$ cat config.mk
export PLATFORM = sky130hd
export DESIGN_NAME = fifo_wr_arbiter
export DESIGN_NICKNAME = d
export VERILOG_FILES = /design/src/rtl/fifo_arb_pkg.sv /design/src/rtl/rr_arbiter.sv /design/src/rtl/sync_fifo.sv /design/src/rtl/fifo_wr_arbiter.sv
export SDC_FILE = /design/constraint.sdc
export NUM_CORES = 1
export LEC_CHECK = 0
export BUFFER_PORTS_ARGS = -buffer_cell sky130_fd_sc_hd__buf_4
export CELL_PAD_IN_SITES_DETAIL_PLACEMENT = 0
export CELL_PAD_IN_SITES_GLOBAL_PLACEMENT = 1
export CORE_ASPECT_RATIO = 0.6
export CORE_UTILIZATION = 35
export CTS_CLUSTER_DIAMETER = 200
export DETAILED_ROUTE_END_ITERATION = 8
export MAX_ROUTING_LAYER = met4
export PLACE_DENSITY = 0.58
export SYNTH_ARGS = -nofsm -noshare
export SYNTH_HDL_FRONTEND = slang
export SYNTH_SLANG_ARGS = --single-unit
$ cat constraint.sdc
create_clock -name clk -period 5.44 [get_ports clk]
set_clock_uncertainty 0.05 [all_clocks]
set_input_delay 0.544 -clock clk [delete_from_list [all_inputs] [get_ports clk]]
set_output_delay 0.544 -clock clk [all_outputs]
set_load 0.01 [all_outputs]
$ cat src/rtl/fifo_arb_pkg.sv
// Shared types and width/offset helpers for the producer-to-FIFO write arbiter.
// Stored word layout, LSB first: data, then source index, then the last flag.
package fifo_arb_pkg;

  typedef enum logic {
    ARB  = 1'b0,
    LOCK = 1'b1
  } arb_state_e;

  function automatic int src_width(input int nreq);
    return (nreq > 1) ? $clog2(nreq) : 1;
  endfunction

  function automatic int cnt_width(input int depth);
    return $clog2(depth) + 1;
  endfunction

  function automatic int word_width(input int dwidth, input int srcw);
    return dwidth + srcw + 1;
  endfunction

  function automatic int src_lsb(input int dwidth);
    return dwidth;
  endfunction

  function automatic int last_bit(input int dwidth, input int srcw);
    return dwidth + srcw;
  endfunction

  // Round-robin successor; also correct when n is not a power of two.
  function automatic int wrap_inc(input int idx, input int n);
    return (idx + 1 >= n) ? 0 : idx + 1;
  endfunction

endpackage

$ cat src/rtl/rr_arbiter.sv
// Combinational rotate-priority pick: first set request at or above ptr,
// wrapping modulo NREQ. Produces a one-hot grant (or zero) and its index.
module rr_arbiter
  import fifo_arb_pkg::*;
#(
  parameter  int NREQ  = 4,
  localparam int SRC_W = src_width(NREQ)
) (
  input  logic [NREQ-1:0]  req,
  input  logic [SRC_W-1:0] ptr,
  output logic [NREQ-1:0]  grant,
  output logic [SRC_W-1:0] grant_idx
);

  always_comb begin
    int               idx;
    logic [SRC_W-1:0] sel;
    logic             found;
    grant     = '0;
    grant_idx = '0;
    found     = 1'b0;
    idx       = 0;
    sel       = '0;
    for (int k = 0; k < NREQ; k++) begin
      idx = int'(ptr) + k;
      if (idx >= NREQ) idx = idx - NREQ;
      sel = SRC_W'(idx);
      if (!found && req[sel]) begin
        found      = 1'b1;
        grant[sel] = 1'b1;
        grant_idx  = sel;
      end
    end
  end

endmodule

$ cat src/rtl/sync_fifo.sv
// Single-clock show-ahead FIFO: the head word is visible combinationally on
// rd_data. Occupancy is tracked by the user, so no flags are produced here.
module sync_fifo #(
  parameter int WIDTH = 8,
  parameter int DEPTH = 16
) (
  input  logic             clk,
  input  logic             rst_n,
  input  logic             wr_en,
  input  logic [WIDTH-1:0] wr_data,
  input  logic             rd_en,
  output logic [WIDTH-1:0] rd_data
);

  localparam int AW = $clog2(DEPTH);

  logic [WIDTH-1:0] mem [DEPTH];
  logic [AW-1:0]    wr_ptr_reg;
  logic [AW-1:0]    rd_ptr_reg;

  // DEPTH is a power of two, so pointers wrap naturally.
  always_ff @(posedge clk or negedge rst_n) begin
    if (!rst_n) begin
      wr_ptr_reg <= '0;
      rd_ptr_reg <= '0;
    end else begin
      if (wr_en) wr_ptr_reg <= wr_ptr_reg + AW'(1);
      if (rd_en) rd_ptr_reg <= rd_ptr_reg + AW'(1);
    end
  end

  always_ff @(posedge clk) begin
    if (wr_en) mem[wr_ptr_reg] <= wr_data;
  end

  assign rd_data = mem[rd_ptr_reg];

endmodule

$ cat src/rtl/fifo_wr_arbiter.sv
// Round-robin, packet-locked arbiter sharing one tagged FIFO among NREQ producers.
// Optional high-water-mark tracking is enabled with `define FIFO_ARB_HWM_EN.
module fifo_wr_arbiter
  import fifo_arb_pkg::*;
#(
  parameter  int NREQ   = 4,
  parameter  int DEPTH  = 16,
  parameter  int DWIDTH = 8,
  localparam int SRC_W  = src_width(NREQ),
  localparam int CNT_W  = cnt_width(DEPTH)
) (
  input  logic                   clk,
  input  logic                   rst_n,
  input  logic [NREQ-1:0]        s_valid_i,
  input  logic [NREQ-1:0]        s_last_i,
  input  logic [NREQ*DWIDTH-1:0] s_data_i,
  output logic [NREQ-1:0]        s_ready_o,
  output logic                   m_valid_o,
  input  logic                   m_ready_i,
  output logic [DWIDTH-1:0]      m_data_o,
  output logic [SRC_W-1:0]       m_src_o,
  output logic                   m_last_o,
  output logic [CNT_W-1:0]       level_o
`ifdef FIFO_ARB_HWM_EN
  ,
  output logic [CNT_W-1:0]       hwm_o,
  input  logic                   hwm_clr_i
`endif
);

  localparam int W = word_width(DWIDTH, SRC_W);

  arb_state_e       state_reg, state_next;
  logic [SRC_W-1:0] rr_ptr_reg, rr_ptr_next;
  logic [SRC_W-1:0] owner_reg, owner_next;
  logic [CNT_W-1:0] cnt_reg, cnt_next;

  logic [NREQ-1:0]   arb_grant, grant;
  logic [SRC_W-1:0]  arb_idx, sel_idx, next_ptr;
  logic [DWIDTH-1:0] data_arr [NREQ];
  logic [DWIDTH-1:0] sel_data;
  logic              sel_last, full, push, pop;
  logic [W-1:0]      wr_word, rd_word;

  genvar gi;
  generate
    for (gi = 0; gi < NREQ; gi++) begin : g_data
      assign data_arr[gi] = s_data_i[gi*DWIDTH +: DWIDTH];
    end
  endgenerate

  rr_arbiter #(.NREQ(NREQ)) u_rr (
    .req      (s_valid_i),
    .ptr      (rr_ptr_reg),
    .grant    (arb_grant),
    .grant_idx(arb_idx)
  );

  // While locked the owner keeps the grant even with valid low.
  always_comb begin
    grant   = arb_grant;
    sel_idx = arb_idx;
    if (state_reg == LOCK) begin
      grant            = '0;
      grant[owner_reg] = 1'b1;
      sel_idx          = owner_reg;
    end
  end

  assign sel_data  = data_arr[sel_idx];
  assign sel_last  = s_last_i[sel_idx];
  assign full      = (cnt_reg == CNT_W'(DEPTH));
  assign s_ready_o = grant & {NREQ{~full & rst_n}};
  assign push      = |(s_valid_i & s_ready_o);
  assign pop       = m_valid_o & m_ready_i;
  assign cnt_next  = cnt_reg + CNT_W'(push) - CNT_W'(pop);
  assign next_ptr  = SRC_W'(wrap_inc(int'(sel_idx), NREQ));

  always_comb begin
    state_next  = state_reg;
    rr_ptr_next = rr_ptr_reg;
    owner_next  = owner_reg;
    if (push) begin
      case (state_reg)
        ARB: begin
          if (sel_last) begin
            rr_ptr_next = next_ptr;
          end else begin
            state_next = LOCK;
            owner_next = sel_idx;
          end
        end
        LOCK: begin
          if (sel_last) begin
            state_next  = ARB;
            rr_ptr_next = next_ptr;
          end
        end
        default: state_next = ARB;
      endcase
    end
  end

  always_ff @(posedge clk or negedge rst_n) begin
    if (!rst_n) begin
      state_reg  <= ARB;
      rr_ptr_reg <= '0;
      owner_reg  <= '0;
      cnt_reg    <= '0;
    end else begin
      state_reg  <= state_next;
      rr_ptr_reg <= rr_ptr_next;
      owner_reg  <= owner_next;
      cnt_reg    <= cnt_next;
    end
  end

  assign wr_word = {sel_last, sel_idx, sel_data};

  sync_fifo #(.WIDTH(W), .DEPTH(DEPTH)) u_fifo (
    .clk    (clk),
    .rst_n  (rst_n),
    .wr_en  (push),
    .wr_data(wr_word),
    .rd_en  (pop),
    .rd_data(rd_word)
  );

  assign m_valid_o = (cnt_reg != '0);
  assign m_data_o  = rd_word[DWIDTH-1:0];
  assign m_src_o   = rd_word[src_lsb(DWIDTH) +: SRC_W];
  assign m_last_o  = rd_word[last_bit(DWIDTH, SRC_W)];
  assign level_o   = cnt_reg;

`ifdef FIFO_ARB_HWM_EN
  logic [CNT_W-1:0] hwm_reg, hwm_next;

  always_comb begin
    hwm_next = hwm_reg;
    if (hwm_clr_i)               hwm_next = cnt_next;
    else if (cnt_next > hwm_reg) hwm_next = cnt_next;
  end

  always_ff @(posedge clk or negedge rst_n) begin
    if (!rst_n) hwm_reg <= '0;
    else        hwm_reg <= hwm_next;
  end

  assign hwm_o = hwm_reg;
`endif

endmodule

==> results_dict.tcl <==
set metrics [dict create \
    vias 4721 \
    slew_headroom 0.2452 \
    rr_worst_depth 18 \
    async_reset_ff_frac 0.09278 \
    final_util 0.4219 \
    h-tree-depth 4 \
    dp_hpwl_um 13150 \
    vdd.ir_drop.worst_uv 278.0 \
    yosys_warnings 0 \
    rsz0062_at_grt "false" \
    finalMaxSlewViolations 0 \
    hp-class "in2async" \
    largest_register "u_fifo.mem" \
    n_fill_cell 2147 \
    drt_pass1_iterations 7 \
    drc 2 \
    setup_viol 0 \
    finalNetCount 623 \
    grt_antenna_before_repair 0 \
    worst_slew_pin_slew_ns 1.132 \
    yosysSeqAreaShare 0.6534 \
    ys_types 63 \
    core-area_um2 24390 \
    layout_common_cells "edfxtp_1 (176), buf_4 (84), mux4_2 (59)" \
    drt_iter0_markers 348 \
    fin_area_um2 10290 \
    endpoint_kind "flop" \
    synth_ff_type "edfxtp_1" \
    wl_per_cell_um 22.50 \
    grt_pass1_vias 4754 \
    die_area_um2 25740 \
    grt_remaining_overflow 0 \
    postPlaceCellArea_um2 9716 \
    initial_core_util 0.3599 \
    via_per_inst 5.269 \
    netlist_area_um2 8778 \
    clk_latency_ns 0.43 \
    cp.arrival_ns 4.94 \
    rows 44 \
    fin_setup_tns_ns 0 \
    largest_reg_flops 176 \
    fmax_ghz 0.2136 \
    diodes 0 \
    cts_buffers 17 \
    avgSynthCellArea_um2 18.14 \
    total_power_w 0.006401 \
    synth_nets 546 \
    layout.area.seq_um2 5738 \
    clk_path_buf_depth 2 \
    die_x_um 206.5 \
    syn_inst 484 \
    max_cap_violations 0 \
    power_density_nw_per_um2 622.1 \
    placed_cells 863 \
    routed_wirelength_um 20160 \
    timing.final.crit_period_ns 4.681 \
    grt_pass1_wl_um 30320 \
    final_common_cell "edfxtp_1" \
    cts.sinks 194 \
    grt_use_total 0.1712 \
    post_cts_resized 0 \
    multiInputGateArea_um2 2860 \
    ys_ff_latch 194 \
    synth_edf_count 176 \
    cts_tree "done" \
    fin_crit_sh 0.8604 \
    die_h_um 124.7 \
    violations "design-rule violations" \
    status "finished with violations" \
    io_pins 64 \
    cp_max_fo 12 \
    finalHoldViolCount 0 \
    gp_congestion 0.8992 \
    cts_root_buf "clkbuf_16" \
    grt_max_degree 48 \
    io_buffers 63 \
    path_class "reg2reg" \
    clk_pin_slew_worst_paths_ns 0.07 \
    cp-start-kind "flop" \
    area_delta_synth_final_pct 17.22 \
    ant_nets 0 \
    layout.cells.non_filler 896 \
    leakagePower_nw 3.570 \
    cp.required_ns 5.70 \
    drive_gt1_frac 0.3711 \
]
timing repair:
action / 4_1_cts / 5_1_grt
hold buffers: 1 / 0
setup buffers: 0 / 0
hold endpoints to repair: 18 / 0
power breakdown:
| group | internal (W) | total, W | switching (W) | leakage (nW) |
|---|---|---|---|---|
| combinational | 0.00122 | 0.00270 | 0.00148 | 1.49 |
| clock | 0.000675 | 0.00122 | 0.000544 | 0.278 |
| sequential | 0.00224 | 0.00249 | 0.000243 | 1.80 |
worst max-delay path: stages, from the launching register on:
cell,delay [ns]
dfrtp_1,0.60
inv_1,0.19
ha_1,0.55
mux4_2,0.50
nand3b_1,0.21
a2111oi_0,0.56
o21ai_1,0.23
nand4b_4,0.23
inv_6,0.08
ha_1,0.29
inv_1,0.06
ha_1,0.16
inv_1,0.05
fa_1,0.39
inv_1,0.07
a21oi_1,0.06
nor2_1,0.09
nor2_1,0.06
xnor2_1,0.12
metrics by stage:
stage | setup WS, ns | hold slack, ns
final | 0.7594 | 0.5015
after global routing | 0.3746 | 0.5018
after CTS | 0.8278 | 0.4885
after detailed placement | 0.8448 | 0.4143
after global placement | 1.055 | 0.4122
after floorplan | 1.000 | 0.1984
worst paths after layout:
path                                    start              endpoint  slack (ns)
worst max-delay path            rr_ptr_reg[1]            level_o[4]        0.76
worst min-delay path                    rst_n         rr_ptr_reg[0]        0.50
max in group asynchronous               rst_n  u_fifo.rd_ptr_reg[1]        4.57
min in group clk                   level_o[0]            level_o[0]        0.55
worst min register to register     level_o[0]            level_o[0]        0.55
worst max register to register  rr_ptr_reg[1]            level_o[4]        0.76
metal layers:
metal / routed length (µm) / share of wire / track usage / vias up
met1: 9923 / 0.49 / 0.2544 / 2490
li1: - / - / - / 2092
met4: 71 / 0.0035 / 0.03547 / 0
met2: 9014 / 0.45 / 0.2331 / 133
met3: 1152 / 0.057 / 0.04631 / 6
met5: 0 / 0 / - / -
cell usage after synthesis, types with 3 or more instances:
| library cell | count | area [µm²] |
|---|---|---|
| a21oi_1 | 10 | 50.05 |
| and2_1 | 10 | 62.56 |
| buf_1 | 6 | 22.52 |
| buf_2 | 3 | 15.01 |
| clkbuf_1 | 14 | 52.55 |
| dfrtp_1 | 18 | 450.4 |
| edfxtp_1 | 176 | 5285 |
| ha_1 | 18 | 225.2 |
| inv_1 | 20 | 75.07 |
| mux2_2 | 13 | 146.4 |
| mux2i_1 | 16 | 160.2 |
| mux4_2 | 59 | 1329 |
| nand2_1 | 18 | 67.56 |
| nand2b_1 | 4 | 25.02 |
| nand3b_1 | 5 | 37.54 |
| nor2_1 | 11 | 41.29 |
| nor2b_1 | 4 | 25.02 |
| nor4_1 | 4 | 25.02 |
| o21ai_0 | 12 | 60.06 |
| xnor2_1 | 9 | 78.83 |
area by class of cell:
| type | instances | share of cell area |
|---|---|---|
| repair buffers | 85 | 0.06226 |
| multi-input cells | 242 | 0.2780 |
| flip-flops and latches | 194 | 0.5576 |
| clock inverters | 14 | 0.01313 |
| well taps | 322 | 0.03915 |
| inverters | 21 | 0.008147 |
| clock buffers | 18 | 0.04171 |
cells by family after synthesis:
family / share of synthesized area
flops: 0.6534
mux: 0.1893
simple gates: 0.05117
compound gates: 0.04319
buf+inv: 0.02409
fa+ha+maj: 0.02794
xor+xnor: 0.01098
Note: power is estimated with default switching activity, not from simulation.
